==> src/rtl/stopwatch_ctrl_if.sv <==
`default_nettype none
// ============================================================================
//  Module   : stopwatch_ctrl_if
//  Brief    : Button inputs and count-control outputs of the stopwatch
//             control stage, grouped as one bundle.
//  Revision : 1.0 - initial release
// ============================================================================
interface stopwatch_ctrl_if;
  logic       i_start_stop;  // raw start/stop button, active-high
  logic       i_clear;       // raw clear button, active-high
  logic       o_tick;        // one-cycle count enable
  logic       o_clear;       // one-cycle synchronous clear
  logic       o_running;     // high while in RUN
  logic [1:0] o_state;       // IDLE=00, RUN=01, PAUSE=10

  // Board/bench side: drives the buttons, observes the controls
  modport master (
    output i_start_stop,
    output i_clear,
    input  o_tick,
    input  o_clear,
    input  o_running,
    input  o_state
  );

  // Controller side
  modport slave (
    input  i_start_stop,
    input  i_clear,
    output o_tick,
    output o_clear,
    output o_running,
    output o_state
  );
endinterface
`default_nettype wire

==> src/rtl/stopwatch_ctrl.sv <==
`default_nettype none
// ============================================================================
//  Module   : stopwatch_ctrl
//  Brief    : Synchronises and debounces start/stop and clear buttons, runs
//             the IDLE/RUN/PAUSE machine and produces count-enable ticks and
//             clear pulses for the downstream counter chain.
//  Revision : 1.0 - initial release
// ============================================================================
module stopwatch_ctrl #(
  parameter int DIV  = 500000,  // clk cycles per tick while running (>= 2)
  parameter int DBNC = 16       // stable cycles to accept a level change (>= 1)
) (
  input  wire logic       clk,
  input  wire logic       sreset,
  stopwatch_ctrl_if.slave bus
);

  localparam int C_CNT_W = $clog2(DBNC + 1);
  localparam int C_PRE_W = $clog2(DIV);

  localparam logic [C_CNT_W-1:0] C_DBNC_LAST = C_CNT_W'(DBNC - 1);
  localparam logic [C_PRE_W-1:0] C_DIV_LAST  = C_PRE_W'(DIV - 1);

  typedef enum logic [1:0] {
    ST_IDLE  = 2'b00,
    ST_RUN   = 2'b01,
    ST_PAUSE = 2'b10
  } state_t;

  // Bit 0 = start/stop, bit 1 = clear
  logic [1:0] w_btn_raw;
  logic [1:0] w_press;

  assign w_btn_raw = {bus.i_clear, bus.i_start_stop};

  // --------------------------------------------------------------------------
  // Per-button conditioning: 2-flop synchroniser, debounce, rising-edge event
  // --------------------------------------------------------------------------
  for (genvar b = 0; b < 2; b++) begin : g_btn
    logic               s1_q, s1_d;
    logic               s2_q, s2_d;
    logic               stable_q, stable_d;
    logic               stable_prev_q, stable_prev_d;
    logic [C_CNT_W-1:0] cnt_q, cnt_d;

    // Next-state: the counter measures how long s2 has disagreed with the
    // accepted level; the level follows s2 once it has disagreed DBNC times
    always_comb begin
      s1_d          = w_btn_raw[b];
      s2_d          = s1_q;
      stable_prev_d = stable_q;
      stable_d      = stable_q;
      cnt_d         = cnt_q;
      if (s2_q == stable_q) begin
        cnt_d = '0;
      end else if (cnt_q == C_DBNC_LAST) begin
        stable_d = s2_q;
        cnt_d    = '0;
      end else begin
        cnt_d = cnt_q + 1'b1;
      end
    end

    // Conditioning registers
    always_ff @(posedge clk) begin
      if (sreset) begin
        s1_q          <= 1'b0;
        s2_q          <= 1'b0;
        stable_q      <= 1'b0;
        stable_prev_q <= 1'b0;
        cnt_q         <= '0;
      end else begin
        s1_q          <= s1_d;
        s2_q          <= s2_d;
        stable_q      <= stable_d;
        stable_prev_q <= stable_prev_d;
        cnt_q         <= cnt_d;
      end
    end

    // Only an accepted press (rising level) is an event; releases are silent
    assign w_press[b] = stable_q & ~stable_prev_q;
  end

  // --------------------------------------------------------------------------
  // Control state machine and tick prescaler
  // --------------------------------------------------------------------------
  state_t             state_q, state_d;
  logic [C_PRE_W-1:0] presc_q, presc_d;
  logic               tick_q, tick_d;
  logic               clear_q, clear_d;
  logic               running_q, running_d;

  // Next-state/output logic; the tick decision uses the pre-edge state so a
  // wrap coinciding with RUN->PAUSE still issues its tick
  always_comb begin
    state_d = state_q;
    presc_d = presc_q;
    tick_d  = 1'b0;
    clear_d = 1'b0;
    case (state_q)
      ST_IDLE: begin
        if (w_press[1]) begin
          clear_d = 1'b1;
        end else if (w_press[0]) begin
          state_d = ST_RUN;
        end
      end
      ST_RUN: begin
        // Clear is ignored while running; start/stop wins a tie
        if (w_press[0]) begin
          state_d = ST_PAUSE;
        end
        if (presc_q == C_DIV_LAST) begin
          presc_d = '0;
          tick_d  = 1'b1;
        end else begin
          presc_d = presc_q + 1'b1;
        end
      end
      ST_PAUSE: begin
        // Prescaler holds here so the tick phase survives the pause
        if (w_press[1]) begin
          state_d = ST_IDLE;
          clear_d = 1'b1;
        end else if (w_press[0]) begin
          state_d = ST_RUN;
        end
      end
      default: begin
        state_d = ST_IDLE;
      end
    endcase
    if (clear_d) begin
      presc_d = '0;
    end
    running_d = (state_d == ST_RUN);
  end

  // Control registers; all outputs come straight from flops
  always_ff @(posedge clk) begin
    if (sreset) begin
      state_q   <= ST_IDLE;
      presc_q   <= '0;
      tick_q    <= 1'b0;
      clear_q   <= 1'b0;
      running_q <= 1'b0;
    end else begin
      state_q   <= state_d;
      presc_q   <= presc_d;
      tick_q    <= tick_d;
      clear_q   <= clear_d;
      running_q <= running_d;
    end
  end

  assign bus.o_tick    = tick_q;
  assign bus.o_clear   = clear_q;
  assign bus.o_running = running_q;
  assign bus.o_state   = state_q;

endmodule
`default_nettype wire
==> src/flat_wrapper.sv <==
// flat-port wrapper written by rule: the top's interface ports become plain ports
module stopwatch_ctrl_flat 
#(
  parameter int DIV  = 500000,                                             
  parameter int DBNC = 16                                                       
)
  (clk, sreset, bus_i_start_stop, bus_i_clear, bus_o_tick, bus_o_clear, bus_o_running, bus_o_state);
  stopwatch_ctrl_if bus_i ();
  input  wire logic clk;
  input  wire logic sreset;
  input wire logic [$bits(bus_i.i_start_stop)-1:0] bus_i_start_stop;
  input wire logic [$bits(bus_i.i_clear)-1:0] bus_i_clear;
  output wire logic [$bits(bus_i.o_tick)-1:0] bus_o_tick;
  output wire logic [$bits(bus_i.o_clear)-1:0] bus_o_clear;
  output wire logic [$bits(bus_i.o_running)-1:0] bus_o_running;
  output wire logic [$bits(bus_i.o_state)-1:0] bus_o_state;
  assign bus_i.i_start_stop = bus_i_start_stop;
  assign bus_i.i_clear = bus_i_clear;
  assign bus_o_tick = bus_i.o_tick;
  assign bus_o_clear = bus_i.o_clear;
  assign bus_o_running = bus_i.o_running;
  assign bus_o_state = bus_i.o_state;
  stopwatch_ctrl #(.DIV(DIV), .DBNC(DBNC)) u_core (.clk(clk), .sreset(sreset), .bus(bus_i));
endmodule
==> config.mk <==
export PLATFORM = sky130hd
export DESIGN_NAME = stopwatch_ctrl_flat
export DESIGN_NICKNAME = d
export VERILOG_FILES = /design/src/rtl/stopwatch_ctrl_if.sv /design/src/rtl/stopwatch_ctrl.sv /design/src/flat_wrapper.sv
export SDC_FILE = /design/constraint.sdc
export NUM_CORES = 1
export LEC_CHECK = 0
export ABC_AREA = 1
export CAP_MARGIN = 20
export CORE_UTILIZATION = 60
export CTS_CLUSTER_SIZE = 12
export DETAILED_ROUTE_END_ITERATION = 10
export PLACE_DENSITY = 0.85
export SLEW_MARGIN = 15
export SYNTH_ARGS = -nofsm -noshare
export SYNTH_HDL_FRONTEND = slang
export SYNTH_SLANG_ARGS = --single-unit
==> constraint.sdc <==
create_clock -name clk -period 3.8 [get_ports clk]
set_input_delay 0.95 -clock clk [delete_from_list [all_inputs] [get_ports clk]]
set_output_delay 0.95 -clock clk [all_outputs]
set_load 0.005 [all_outputs]
### Yosys cells after proc, flatten, opt, wreduce, memory -nomap -nowiden

Cells that the tools add are included.

* register bits after elaboration: 42
* output and inout port bits: 5
* logic and storage cells: 50

* add/subtract/negate cells: 3
* equal/unequal tests: 8
* mux-type cells: 9
* bitwise logic cells: 7
* reduce and logical (&&, ||, !) cells: 8

Operators by type and width (count)
* $add A19 B1 Y19 const B: 1
* $eq A19 B19 Y1 const B: 1
* $mux W19: 1
* $add A5 B1 Y5 const B: 2
* $eq A5 B4 Y1 const B: 2
* $mux W2: 4
* $pmux W2 S3: 1
* $reduce_or A2 Y1: 3
* $reduce_or A3 Y1: 2
* $not A1 Y1: 5
* $eq A2 B1 Y1 const B: 2
* $reduce_and A2 Y1: 2
* $mux W1: 3
* $and A1 B1 Y1: 2
* $eq A1 B1 Y1: 2
* $eq A2 B2 Y1 const B: 1
* $logic_not A2 Y1: 1

### Logic depth before layout (Yosys ltp)

* depth in word-level cells: 6
* mapped depth: 9

### Least setup slack after synthesis

No wires, ideal clock.

* kind: input to register
* from: in sreset
* to: reg u_core.g_btn[1].cnt_q[3]
* setup time: 0.070 ns
* data arrival time: 1.625 ns
* setup slack: 2.105 ns
* stages: 5
* cells stage by stage: buf_2 a21oi_1 o211ai_1 o21bai_1 a21oi_1

* longest elaborated chain between the ends: 1

RTL lines
* start: declaration: RTL line flat_wrapper.sv:10 `input wire logic sreset;`
* $reduce_or A3 Y1 (no line)
* end signal: assignment: RTL line stopwatch_ctrl.sv:77 `cnt_q <= cnt_d;`
* end: declaration: RTL line stopwatch_ctrl.sv:44 `logic [C_CNT_W-1:0] cnt_q, cnt_d;`

Every way passes these cells.
A chain may end at the register's enable or synchronous reset.

### Final worst setup path

* from: reg u_core.state_q[0] (netlist: u_core.bus.o_state[0])
* to: out bus_o_state[0]

RTL lines
* start: declaration: RTL line stopwatch_ctrl.sv:88 `state_t state_q, state_d;`
* start signal: assignment: RTL line stopwatch_ctrl.sv:149 `state_q <= state_d;`
* end: declaration: RTL line flat_wrapper.sv:16 `output wire logic [$bits(bus_i.o_state)-1:0] bus_o_state;`

No word-level cell between the ends.

==> impl_metrics.ini <==
[status]
run_status = finished, final reports clean

[floorplanning]
die_footprint_um2 = 3330
die_x_um = 57.7
num_rows = 19
initial_utilization_pct = 65.2
die_h_um = 57.7
top_level_ports = 9
floorplan.core_area_um2 = 2850

[route]
post_route_antenna_net_violation_count = 0
postRouteWirelength_um = 3290
route.met3.wl_um = 135
number_of_drc_violations_after_detailed_routing = 0
dr_iter_0_viols = 45
avgViaCountPerCell = 5.01
wl_per_cell_um = 10.7
routed.top_layer = met4
drt_pre_antenna_iters = 4
num_vias = 1534
route.layer.met1.wl_um = 1610
wl_met2_um = 1470

[worst_setup_path]
total_buffers_and_inverters_traversed_by_the_critical_path = 1
type_of_the_worst_setup_path = flop to primary output
worst-endpoint-arrival_ns = 1.34
critPathMaxFanout = 5
timing.critical_path.required_ns = 2.85
crit_chain = clkdlybuf4s50_1
r2r_start = u_core.presc_q[0]
slowest_stage = clkdlybuf4s50_1
worst_setup_path_end_kind = primary output
slowest_delay_ns = 0.54
critical-path-top-delay-family = buffers and inverters
critical_path.startpoint = u_core.bus.o_state[0]
cp-start-kind = flop

[synthesis]
syn-mean-instance-area_um2 = 7.16
synth.distinct_cells = 27
syn_inst = 260
synth.yosys.warnings = 0
synth-seq-cells = 42
synth.cell_area_um2 = 1860
synth.yosys.seq_area_share_pct = 45.2
synthesized_nets = 269

[global_route]
grt_antenna_before_repair = 0
overflow = 0
grt_first_pass_wirelength_um = 5930
first_global_vias = 1415
gr-usage-all-layers_pct = 23.4
grt_start_max_net_pins = 14

[placement]
io_buffer_count = 8
gpl.final_weighted_congestion = 0.810
detailedPlacementHpwl_um = 2490

[sta]
setup_viol = 0
tightestPinTransition_ns = 0.437
report.final.hold_viol_count = 0
setup_repair_after_global_routing_missed_its_margin = false
layout_min_cycle_time_ns = 2.29
clock-skew-final_ns = 0.00655
report.final.slew_viol_count = 0
maxClockFrequency_ghz = 0.436
max-slew-margin-rel_pct = 70.8
min_period_over_period_pct = 60.3
fin_tns_setup_ns = 0

[cts]
maximum_buffer_depth_of_the_clock_tree = 2
cts-root-buf = clkbuf_4
cts_post_setup_buffers_inserted = 0
cts.sinks = 42
ctsResizeCount = 0
cts_buffers = 5
htree_levels = 2
cts.clk_slew.worst_paths_ns = 0.12
cts_hold_buffers = 0
clock_latency_at_the_later_pin_of_the_worst_skew_pair_ns = 0.35
cts_tree = done

[worst_hold_path]
hold_path.class = flop to flop
hold_start = u_core.g_btn[0].s1_q

[cells_and_area]
most_common_cell_after_layout_fill_and_taps_aside = nor2_1
number_of_antenna_cells_inserted = 0
areaGrowthSynthToFinish_pct = 9.08
design.final.nets = 283
most-common-layout-cells = nor2_1 (61), nand2_1 (47), dfxtp_1 (42), inv_1 (38)
drive_gt1_share_pct = 7.27

[pwr]
cellLeakagePower_nw = 0.797
irDropWorstVdd_mv = 0.270
powerDensity_nw_per_um2 = 333
totalPowerFinal_mw = 0.676

[flow_run]
drv_cap = 0
==> worst register-to-register path, stage by stage, from the launching register on <==
cell	delay, ns
dfxtp_1	0.40
ha_1	0.21
nand3_1	0.20
nor2_1	0.18
nand3_2	0.15
nand2_4	0.13
inv_2	0.09
nand2_1	0.07
nor2_1	0.03
==> worst paths after layout <==
| path | endpoint | slack [ns] | cells past startpoint |
|---|---|---|---|
| hold / removal | u_core.g_btn[0].s2_q | 0.41 | 2 |
| setup / recovery | bus_o_state[0] | 1.51 | 1 |
| hold reg to reg | u_core.g_btn[0].s2_q | 0.41 | 2 |
| setup reg to reg | u_core.presc_q[16] | 2.25 | 8 |
==> flip-flops by register name (all words and copies together), names as in the netlist <==
name	flops
u_core.bus.o_state	2
u_core.bus.o_tick	1
u_core.g_btn.stable_prev_q	2
u_core.presc_q	19
u_core.bus.o_clear	1
u_core.g_btn.cnt_q	10
u_core.g_btn.s1_q	2
u_core.bus.o_running	1
u_core.g_btn.stable_prev_d	2
u_core.g_btn.s2_q	2
==> routing by layer <==
metal | up-vias | track usage, %
met2 | 30 | 38.2
li1 | 830 | -
met3 | 6 | 6.70
met4 | 0 | 9.18
met1 | 668 | 29.6
met5 | - | 0
==> final cells by class <==
type	instances	area, µm²
clock inverters	2	13.8
fillers	256	823
well taps	31	38.8
flip-flops and latches	42	841
repair buffers	8	80.1
inverters	40	150
multi-input cells	177	865
clock buffers	6	41.3
==> report_power, final <==
part	leakage [nW]	total [mW]	internal [mW]	switching [mW]
registers	0.339	0.444	0.443	0.00133
logic	0.426	0.0160	0.00623	0.00979
clock network	0.0322	0.216	0.0727	0.143
==> cell usage after synthesis (all sizes together) <==
| master | instances | share of area, % |
|---|---|---|
| nor3b | 3 | 1.2 |
| o211ai | 2 | 0.81 |
| and3 | 1 | 0.34 |
| or2 | 1 | 0.34 |
| nor3 | 6 | 1.6 |
| nand2 | 50 | 11 |
| o21bai | 1 | 0.40 |
| a21oi | 13 | 3.5 |
| nand3b | 1 | 0.40 |
| xnor2 | 4 | 1.9 |
| xor2 | 1 | 0.47 |
| and2 | 1 | 0.40 |
| buf | 1 | 0.27 |
| o22ai | 1 | 0.34 |
| nor2 | 67 | 15 |
| inv | 40 | 8.1 |
| o21a | 1 | 0.40 |
| nand3 | 14 | 4.0 |
| o21ai | 5 | 1.3 |
| dfxtp | 42 | 45 |
| ha | 5 | 3.4 |
==> per-stage QoR <==
step	cells	cell area, µm²	util, %	setup WS (ns)	hold slack [ns]
floorplan	260	1860	-	2.11	0.388
global placement	298	1970	69.2	1.31	0.395
detailed placement	298	1970	69.2	1.27	0.396
CTS	306	2030	71.1	1.48	0.413
global route	306	2030	71.1	1.44	0.424
finish	306	2030	71.1	1.51	0.413
==> cells by family after synthesis <==
kind of cell             after synthesis  synth area share [%]
XOR/XNOR                               5                  2.35
buffers and inverters                 41                  8.34
adder cells (fa/ha/maj)                5                  3.36
AO/OA/AOI/OAI                         23                  6.79
AND/OR/NAND/NOR                      144                  34.0
flip-flops                            42                  45.2
No activity file was read; power rests on OpenSTA's default activity.
